===== config.mk =====
export PLATFORM = sky130hd
export DESIGN_NAME = mem_arbiter_n
export DESIGN_NICKNAME = d
export VERILOG_FILES = /design/src/rtl/mem_arbiter_n.sv
export SDC_FILE = /design/constraint.sdc
export NUM_CORES = 1
export LEC_CHECK = 0
export CORE_AREA = 2 2 272 274
export CTS_CLUSTER_DIAMETER = 80
export DETAILED_ROUTE_END_ITERATION = 6
export DIE_AREA = 0 0 274 276
export GPL_ROUTABILITY_DRIVEN = 0
export HOLD_SLACK_MARGIN = 0.1
export PLACE_DENSITY_LB_ADDON = 0.05
export SLEW_MARGIN = 10
export SYNTH_ARGS = -nofsm -noshare
export SYNTH_HDL_FRONTEND = slang
export SYNTH_SLANG_ARGS = --single-unit

===== constraint.sdc =====
create_clock -name clk -period 2.35 [get_ports clk]
set_input_delay 0.47 -clock clk [delete_from_list [all_inputs] [get_ports clk]]
set_output_delay 0.47 -clock clk [all_outputs]
set_load 0.05 [all_outputs]

===== src/rtl/mem_arbiter_n.sv =====
// rtl/mem_arbiter_n.sv - N-channel cache-line memory arbiter; MEM_ARB_ROUND_ROBIN_EN selects round-robin, else highest-index fixed priority
module mem_arbiter_n #(
    parameter int NUM_CH = 2,
    parameter int ADDR_W = 16,
    parameter int DATA_W = 128,
    localparam int ID_W  = (NUM_CH > 1) ? $clog2(NUM_CH) : 1
) (
    input  logic                     clk,
    input  logic                     reset,
    input  logic [NUM_CH-1:0]        req_read,
    input  logic [NUM_CH-1:0]        req_write,
    input  logic [NUM_CH*ADDR_W-1:0] req_address,
    input  logic [NUM_CH*DATA_W-1:0] req_wdata,
    output logic [NUM_CH-1:0]        req_resp,
    output logic [DATA_W-1:0]        req_rdata,
    output logic                     mem_read,
    output logic                     mem_write,
    output logic [ADDR_W-1:0]        mem_address,
    output logic [DATA_W-1:0]        mem_wdata,
    input  logic [DATA_W-1:0]        mem_rdata,
    input  logic                     mem_resp,
    output logic                     grant_valid,
    output logic [ID_W-1:0]          grant_id
);

    typedef enum logic {IDLE, BUSY} state_t;

    state_t              state;
    logic [ID_W-1:0]     lat_id;
    logic                lat_wr;
    logic [ADDR_W-1:0]   lat_addr;
    logic [DATA_W-1:0]   lat_wdata;
    logic [NUM_CH-1:0]   req_any;
    logic [ID_W-1:0]     win_id;
    logic                active;

    assign req_any = req_read | req_write;

`ifdef MEM_ARB_ROUND_ROBIN_EN
    logic [ID_W-1:0] ptr;

    // winner is the first requester at or after the pointer, wrapping around
    always_comb begin
        int   j;
        logic found;
        win_id = '0;
        found  = 1'b0;
        j      = 0;
        for (int k = 0; k < NUM_CH; k++) begin
            j = int'(ptr) + k;
            if (j >= NUM_CH) j = j - NUM_CH;
            if (!found && req_any[j]) begin
                found  = 1'b1;
                win_id = ID_W'(j);
            end
        end
    end

    // pointer moves past the channel whose transaction just completed
    always_ff @(posedge clk) begin
        if (reset) begin
            ptr <= '0;
        end else if (state == BUSY && mem_resp) begin
            ptr <= (lat_id == ID_W'(NUM_CH - 1)) ? '0 : lat_id + 1'b1;
        end
    end
`else
    // fixed priority: the highest-indexed requester wins
    always_comb begin
        win_id = '0;
        for (int i = 0; i < NUM_CH; i++) begin
            if (req_any[i]) win_id = ID_W'(i);
        end
    end
`endif

    // IDLE/BUSY control: latch the winner's transaction, release on mem_resp
    always_ff @(posedge clk) begin
        if (reset) begin
            state     <= IDLE;
            lat_id    <= '0;
            lat_wr    <= 1'b0;
            lat_addr  <= '0;
            lat_wdata <= '0;
        end else begin
            case (state)
                IDLE: begin
                    if (|req_any) begin
                        lat_id    <= win_id;
                        lat_wr    <= req_write[win_id];
                        lat_addr  <= req_address[win_id*ADDR_W +: ADDR_W];
                        lat_wdata <= req_wdata[win_id*DATA_W +: DATA_W];
                        state     <= BUSY;
                    end
                end
                BUSY: begin
                    if (mem_resp) state <= IDLE;
                end
                default: state <= IDLE;
            endcase
        end
    end

    // outputs follow the latched transaction; reset masks a completion in flight
    always_comb begin
        active      = (state == BUSY) && !reset;
        mem_read    = active && !lat_wr;
        mem_write   = active && lat_wr;
        mem_address = lat_addr;
        mem_wdata   = lat_wdata;
        grant_valid = active;
        grant_id    = active ? lat_id : '0;
        req_rdata   = mem_rdata;
        req_resp    = '0;
        if (active && mem_resp) req_resp[lat_id] = 1'b1;
    end

endmodule


* Yosys cells after proc, flatten, opt, wreduce, memory -nomap -nowiden
Cells that the tools add are included.
** Operators by class
- Shifts and indexed selects :: 2
- Bitwise gates (word level) :: 2
- Mux-type cells :: 10
- $lt $le $gt $ge :: 3
- Reduce and logical (&&, ||, !) cells :: 9
** Operators by type and width (count)
- $shiftx A256 B9 Y128 :: 1
- $shiftx A32 B6 Y16 :: 1
- $mux W1 :: 7
- $logic_and A1 B1 Y1 :: 5
- $lt A1 B2 Y1 const B :: 2
- $logic_not A1 Y1 :: 2
- $mux W2 :: 1
- $or A2 B2 Y2 :: 1
- $pmux W1 S2 :: 1
- $reduce_and A2 Y1 :: 1
- $reduce_or A2 Y1 :: 1
- $demux W1 S1 :: 1
- $ge A1 B1 Y1 const B :: 1
- $not A1 Y1 :: 1
** Word-level totals
- Bits in registers :: 147
- Word-level logic and storage cells :: 31
- Output and inout bits :: 278

* Logic depth before layout (Yosys ltp)
Gate-level depths: netlist of the first run.
- Depth in word-level cells :: 5
- Depth in mapped cells :: 6
- Gate-level depth less buffers :: 3

* Least setup slack after synthesis of the first run
Ideal clock, no wire load.
- Kind :: register to output
- Start point :: register state
- End point :: output port req_resp[0]
- Cell stages (with the launch flop) :: 6
- Slack :: -0.165 ns
- Data arrival time :: 2.045 ns
- Path through :: dfxtp_1 -> buf_2 -> clkbuf_1 -> and2b_1 -> nand2_1 -> nor2_1
** On the way
- Longest elaborated chain between the ends :: 3
** RTL lines
- from (decl) :: line 28 : state_t state;
- from (signal assigned) :: line 80 : state <= IDLE;
- from (signal assigned) :: line 93 : state <= BUSY;
- from (signal assigned) :: line 97 : if (mem_resp) state <= IDLE;
- $logic_and A1 B1 Y1 :: line 106 : active = (state == BUSY) && !reset;
- net grant_valid :: line 22 : output logic grant_valid,
- $logic_and A1 B1 Y1 :: line 115 : if (active && mem_resp) req_resp[lat_id] = 1'b1;
- $mux W2 :: line 115
- to (decl) :: line 14 : output logic [NUM_CH-1:0] req_resp,
The timed path passes the listed nets, and every way through them passes these cells.

* Final worst setup path of the first run
- Start point :: register lat_wdata[89], in the netlist mem_wdata[89]
- End point :: output port mem_wdata[89]
** RTL lines
- from (decl) :: line 32 : logic [DATA_W-1:0] lat_wdata;
- from (signal assigned) :: line 92 : lat_wdata <= req_wdata[win_id*DATA_W +: DATA_W];
- to (decl) :: line 19 : output logic [DATA_W-1:0] mem_wdata,
No word-level cell between the ends.

==> results by group, run 1 <==
GRT
  – Remaining Overflow, GRT: 0
  – GR Util All Layers: 10.6%
  – Vias in the first global route: 8058
  – Antenna violations before repair: 3
  – First-pass GRT wire length: 57700 um
  – Largest net degree at the start of global routing: 81

Clock network
  – # Post-CTS Setup Buffers: 0
  – Clk buf depth: 2
  – CTS Buf Count: 17
  – Root Driver: clkbuf_16
  – Clk slew on worst S/H paths: 0.07 ns
  – # resized after CTS: 0
  – Hold_buf cts: 0
  – Worst-Skew Late Latency: 0.48 ns
  – Sink Count: 147
  – TritonCTS clock tree: yes
  – CTS H-Tree Depth: 4

Drt
  – Iteration-0 DRC Markers: 281
  – DRC Markers: 0
  – Drt total wl: 40600 um
  – Post-route ant nets: 0
  – DR vias: 7679
  – DRT Pass-1 Iters: 4
  – Via density: 3.45
  – WL/cell: 18.2 um

Timing
  – Setup TNS: 0 ns
  – Final setup violation count: 0
  – Fmax: 461 MHz
  – Endpoints failing hold: 0
  – RSZ-0062 raised after global routing: false
  – Max_slew headroom: 41.1%
  – Final Skew: 0.0122 ns
  – Max Transition Viols Final: 0
  – Final period utilization: 92.4%
  – Final Critical Period: 2.17 ns
  – Worst-margin pin slew: 0.883 ns

Setup path
  – Largest fanout on the critical path: 2
  – Delay-heaviest family, CP: buffers and inverters
  – CP Cell Sequence: clkdlybuf4s50_1
  – Startpoint Class: flip-flop
  – Worst Path Buf+Inv: 1
  – Worst Path Required: 1.88 ns
  – CP arrival: 1.70 ns
  – Slowest-stage cell, CP: clkdlybuf4s50_1
  – Worst setup EP type: output pin
  – Setup CP Type: flip-flop to output pin
  – CP max stage delay: 0.84 ns

Synthesis
  – Syn nets: 1374
  – Synth Area in XOR/XNOR: 0%
  – Compound-Gate Fraction of Synth Area: 17.9%
  – Post-Syn Area: 8210 sq um
  – Synth Area in Adders: 0%
  – Syn avg cell area: 8.63 sq um
  – Post-synth cell types: 25
  – Sequential share of the synthesized area: 35.8%
  – Number of enable flip-flop cells after synthesis: 0
  – Mapped Cells: 951
  – Yosys Warn Count: 0
  – Simple-Gate Fraction of Synth Area: 12.1%
  – Largest family of logic cells by synthesized area: compound AO/OA/AOI/OAI gates
  – Synth Register Bits: 147
  – Top_reg_cell synth: dfxtp_1
  – Mux cell area share after synthesis: 17.6%
  – Post-synth ARST share: 0%

Die
  – Die span in x: 274 um
  – FP Rows: 99
  – Chip height: 276 um
  – Die ar.: 75600 sq um
  – Starting Density: 11.3%
  – Core footprint: 72600 sq um
  – # IOs: 701

Layout
  – Final non-filler cell area: 13600 sq um
  – Share of layout cells above drive strength 1: 7.20%
  – Fill cell count: 8077
  – Most common cell after layout, fill and taps aside: clkdlybuf4s50_1
  – Nets@finish: 1674
  – Area delta synth->final: 65.4%
  – Commonest non-fill, non-tap cells in the layout: clkdlybuf4s50_1 (436), o21ai_0 (229), dfxtp_1 (146)

Min path
  – Hold crit path type: flip-flop to flip-flop

Place
  – PortBufs: 444
  – Post-DP HPWL: 29100 um
  – Placed cell areas: 13000 sq um

Outcome
  – Status: completed

Power
  – Worst VDD drop: 0.377 mV
  – Cell Pwr Density: 620 nW/um^2
  – Pleak: 4.71 nW

Flow run
  – Max-Cap Viols: 0
synth_stat cells (all sizes together), types with 2 or more instances:
library cell	count	area, sq um
a21oi	2	10.0
and2	3	18.8
buf	155	1150
clkbuf	52	204
dfxtp	147	2940
inv	2	7.51
mux2i	144	1440
nor2	3	18.8
nor2b	144	901
o21ai	289	1450
or2	2	12.5
final timing paths:
kind                       from            end  slack, ns  depth (start not counted)
setup / recovery  mem_wdata[89]  mem_wdata[89]       0.18                          1
hold / removal           lat_wr         lat_wr       0.49                          2
setup reg to reg          state         lat_wr       0.66                          4
hold reg to reg          lat_wr         lat_wr       0.49                          2
area by class of cell:
class | count | area [sq um] | share of cell area [%]
well taps | 959 | 1200 | 8.84
repair buffers | 488 | 4900 | 36.1
diodes | 1 | 2.50 | 0.0184
inverters | 2 | 7.51 | 0.0553
clock inverters | 13 | 146 | 1.08
clock buffers | 19 | 453 | 3.34
multi-input cells | 595 | 3920 | 28.9
flip-flops and latches | 147 | 2950 | 21.7
cells by family after synthesis:
logic type | count (synthesis)
AOI/OAI and AO/OA | 293
buffers and inverters | 209
and+or+nand+nor | 158
DFF | 147
muxes | 144
registers in the layout, indices dropped and copies added, names as in the netlist:
| name | flops |
|---|---|
| lat_wr | 1 |
| state | 1 |
| mem_address | 16 |
| mem_wdata | 128 |
| lat_id | 1 |
power by group:
part	switching [mW]	leakage [nW]	internal, mW
Sequential	0.102	1.22	2.72
Combinational	1.49	3.20	1.12
Clock	1.35	0.291	1.63
Total	2.95	4.71	5.47
metrics by stage:
stage               setup slack (ns)  hold WS, ns  total power, mW  instances  utilization (%)
global placement             -0.0735        0.493             5.58       2191             17.9
CTS                           0.0630        0.491             8.73       2223             18.7
detailed placement            -0.164        0.476             5.57       2191             17.9
global route                  0.0643        0.505             8.90       2224             18.7
finish                         0.179        0.486             8.42       2224             18.7
floorplan                     0.0353        0.442             4.81        951                -
worst reg2reg max path: stages (launching register included):
cell	delay, ns
dfxtp_4	0.36
buf_4	0.24
a2111oi_0	0.67
buf_4	0.23
a211oi_1	0.04
routing by layer:
metal	up-vias	part of all wire [%]	global-route usage, %
met2	306	49	17.8
met3	68	8.8	4.68
li1	3725	-	-
met1	3576	40	11.5
met5	-	0.067	0
met4	4	2.5	4.18
Power figures use the tool's default switching activity.
==> run 2: changes to the inputs <==
==> constraint.sdc (replaced) <==
create_clock -name clk -period 2.55 [get_ports clk]
set_input_delay 0.51 -clock clk [delete_from_list [all_inputs] [get_ports clk]]
set_output_delay 0.51 -clock clk [all_outputs]
set_load 0.05 [all_outputs]
==> results by group, run 2 (synthesized netlist as in run 1, its figures left out) <==
Drt
  – DRT Pass-1 Iters: 4 (unchanged)
  – Drt total wl: 39900 um (-1.6%)
  – Via density: 3.41 (-1.4%)
  – DRC Markers: 0 (unchanged)
  – DR vias: 7563 (-1.5%)
  – Post-route ant nets: 0 (unchanged)
  – Iteration-0 DRC Markers: 239 (-15%)
  – WL/cell: 18.0 um (-1.5%)

Layout
  – Nets@finish: 1672 (-0.12%)
  – Number of flip-flops in the largest register: 128 (unchanged)
  – Commonest non-fill, non-tap cells in the layout: clkdlybuf4s50_1 (436), o21ai_0 (229), dfxtp_1 (146)
  – Most common cell after layout, fill and taps aside: clkdlybuf4s50_1
  – Area delta synth->final: 66.1%
  – Fill cell count: 8097 (+0.25%)
  – Share of layout cells above drive strength 1: 6.89% (-0.31 points)
  – Diodes inserted: 0 (-1)
  – Final Core Density: 18.8% (+0.088 points)
  – Area of the multi-input gates: 3920 sq um (unchanged)
  – FF+latch area: 2950 sq um (unchanged)

Clock network
  – # Post-CTS Setup Buffers: 0 (unchanged)
  – # resized after CTS: 0 (unchanged)
  – Sink Count: 147 (unchanged)
  – TritonCTS clock tree: yes
  – CTS H-Tree Depth: 4 (unchanged)
  – Hold_buf cts: 0 (unchanged)
  – Clk buf depth: 2 (unchanged)
  – Worst-Skew Late Latency: 0.48 ns (about the same)
  – Root Driver: clkbuf_16
  – CTS Buf Count: 17 (unchanged)
  – Clk slew on worst S/H paths: 0.07 ns (about the same)

Timing
  – Max_slew headroom: 42.6% (+1.4 points)
  – RSZ-0062 raised after global routing: false
  – Fmax: 446 MHz
  – Setup TNS: 0 ns (unchanged)
  – Final setup violation count: 0 (unchanged)
  – Final Critical Period: 2.24 ns
  – Endpoints failing hold: 0 (unchanged)
  – Final period utilization: 87.9%
  – Worst-margin pin slew: 0.862 ns (-0.0216 ns)
  – Max Transition Viols Final: 0 (unchanged)
  – Final Skew: 0.00875 ns (-0.00341 ns)

Die
  – # IOs: 701 (unchanged)
  – Starting Density: 11.3% (unchanged)
  – Core footprint: 72600 sq um (unchanged)
  – FP Rows: 99 (unchanged)
  – Die ar.: 75600 sq um (unchanged)
  – Chip height: 276 um (unchanged)
  – Die span in x: 274 um (unchanged)

GRT
  – Vias in the first global route: 7936 (-1.5%)
  – First-pass GRT wire length: 57200 um (-0.83%)
  – Antenna violations before repair: 2 (-1)
  – Largest net degree at the start of global routing: 83 (+2.5%)
  – Remaining Overflow, GRT: 0 (unchanged)
  – GR Util All Layers: 10.4% (-0.11 points)

Setup path
  – Delay-heaviest family, CP: buffers and inverters
  – Worst setup EP type: output pin
  – CP max stage delay: 0.88 ns (+0.04 ns)
  – Setup CP Type: flip-flop to output pin
  – CP arrival: 1.73 ns (+0.03 ns)
  – Largest fanout on the critical path: 2 (unchanged)
  – Startpoint Class: flip-flop
  – Worst Path Required: 2.04 ns (+0.16 ns)
  – Slowest-stage cell, CP: clkdlybuf4s50_1
  – CP Cell Sequence: clkdlybuf4s50_1
  – Worst Path Buf+Inv: 1 (unchanged)

Flow run
  – Max-Cap Viols: 0 (unchanged)

Outcome
  – Status: completed

Place
  – Post-DP HPWL: 29600 um (+1.7%)
  – PortBufs: 444 (unchanged)

Min path
  – Hold crit path type: primary input to flip-flop

Power
  – Pleak: 4.72 nW (+0.21%)
  – Worst VDD drop: 0.362 mV (-3.9%)
  – Cell Pwr Density: 572 nW/um^2 (-7.7%)
  – Pwr Total: 7.81 mW (-7.3%)
[run 2: changes by cell type in the layout (fill, tap and decap cells not counted), moves of 2 or more]
cell      change
clkbuf_8      -2
clkbuf_1      +2
buf_12        +6
buf_4         -8
clkinv_4      -2
[run 2: stage by stage]
step                      area [sq um]  hold WS (ns)  cells  setup WS, ns
after CTS                        13600         0.374   2221         0.221
after global placement           13000         0.534   2189        0.0258
after global routing             13600         0.396   2221         0.210
final                            13600         0.421   2221         0.308
after detailed placement         13000         0.544   2189        0.0276
after floorplan                   8210         0.442    951         0.195
[run 2: layout make-up]
class,instances,share of cell area (%)
multi-input combinational,595,28.8
tap,959,8.80
inverter,2,0.0550
clock inverter,13,1.27
timing repair buffer,486,36.3
clock buffer,19,3.17
sequential,147,21.6
[run 2: power breakdown]
group          total (mW)  switching [mW]  internal [mW]
logic                2.44            1.39           1.06
clock network        2.76            1.20           1.56
registers            2.61           0.102           2.50
total                7.81            2.69           5.12
[run 2: worst paths after layout]
check | from | endpoint | slack (ns) | cells after the start
worst max-delay path | mem_wdata[89] | mem_wdata[89] | 0.31 | 1
worst min-delay path | reset | mem_wdata[61] | 0.42 | 3
worst max register to register | state | lat_wr | 0.90 | 4
worst min register to register | lat_id | lat_id | 0.56 | 2
[run 2: routing by layer]
layer | wire, um | vias up | track usage [%]
met5 | 27 | - | 0
met4 | 900 | 4 | 3.71
met3 | 3670 | 66 | 4.77
met2 | 19600 | 292 | 17.6
met1 | 15700 | 3476 | 11.4
li1 | - | 3725 | -
[run 2: tightest hold or removal path, delay by kind of cell]
family                 cells  cell delay [ns]
AND/OR/NAND/NOR            1             0.17
buffers and inverters      1             0.09
AO/OA/AOI/OAI              1             0.07
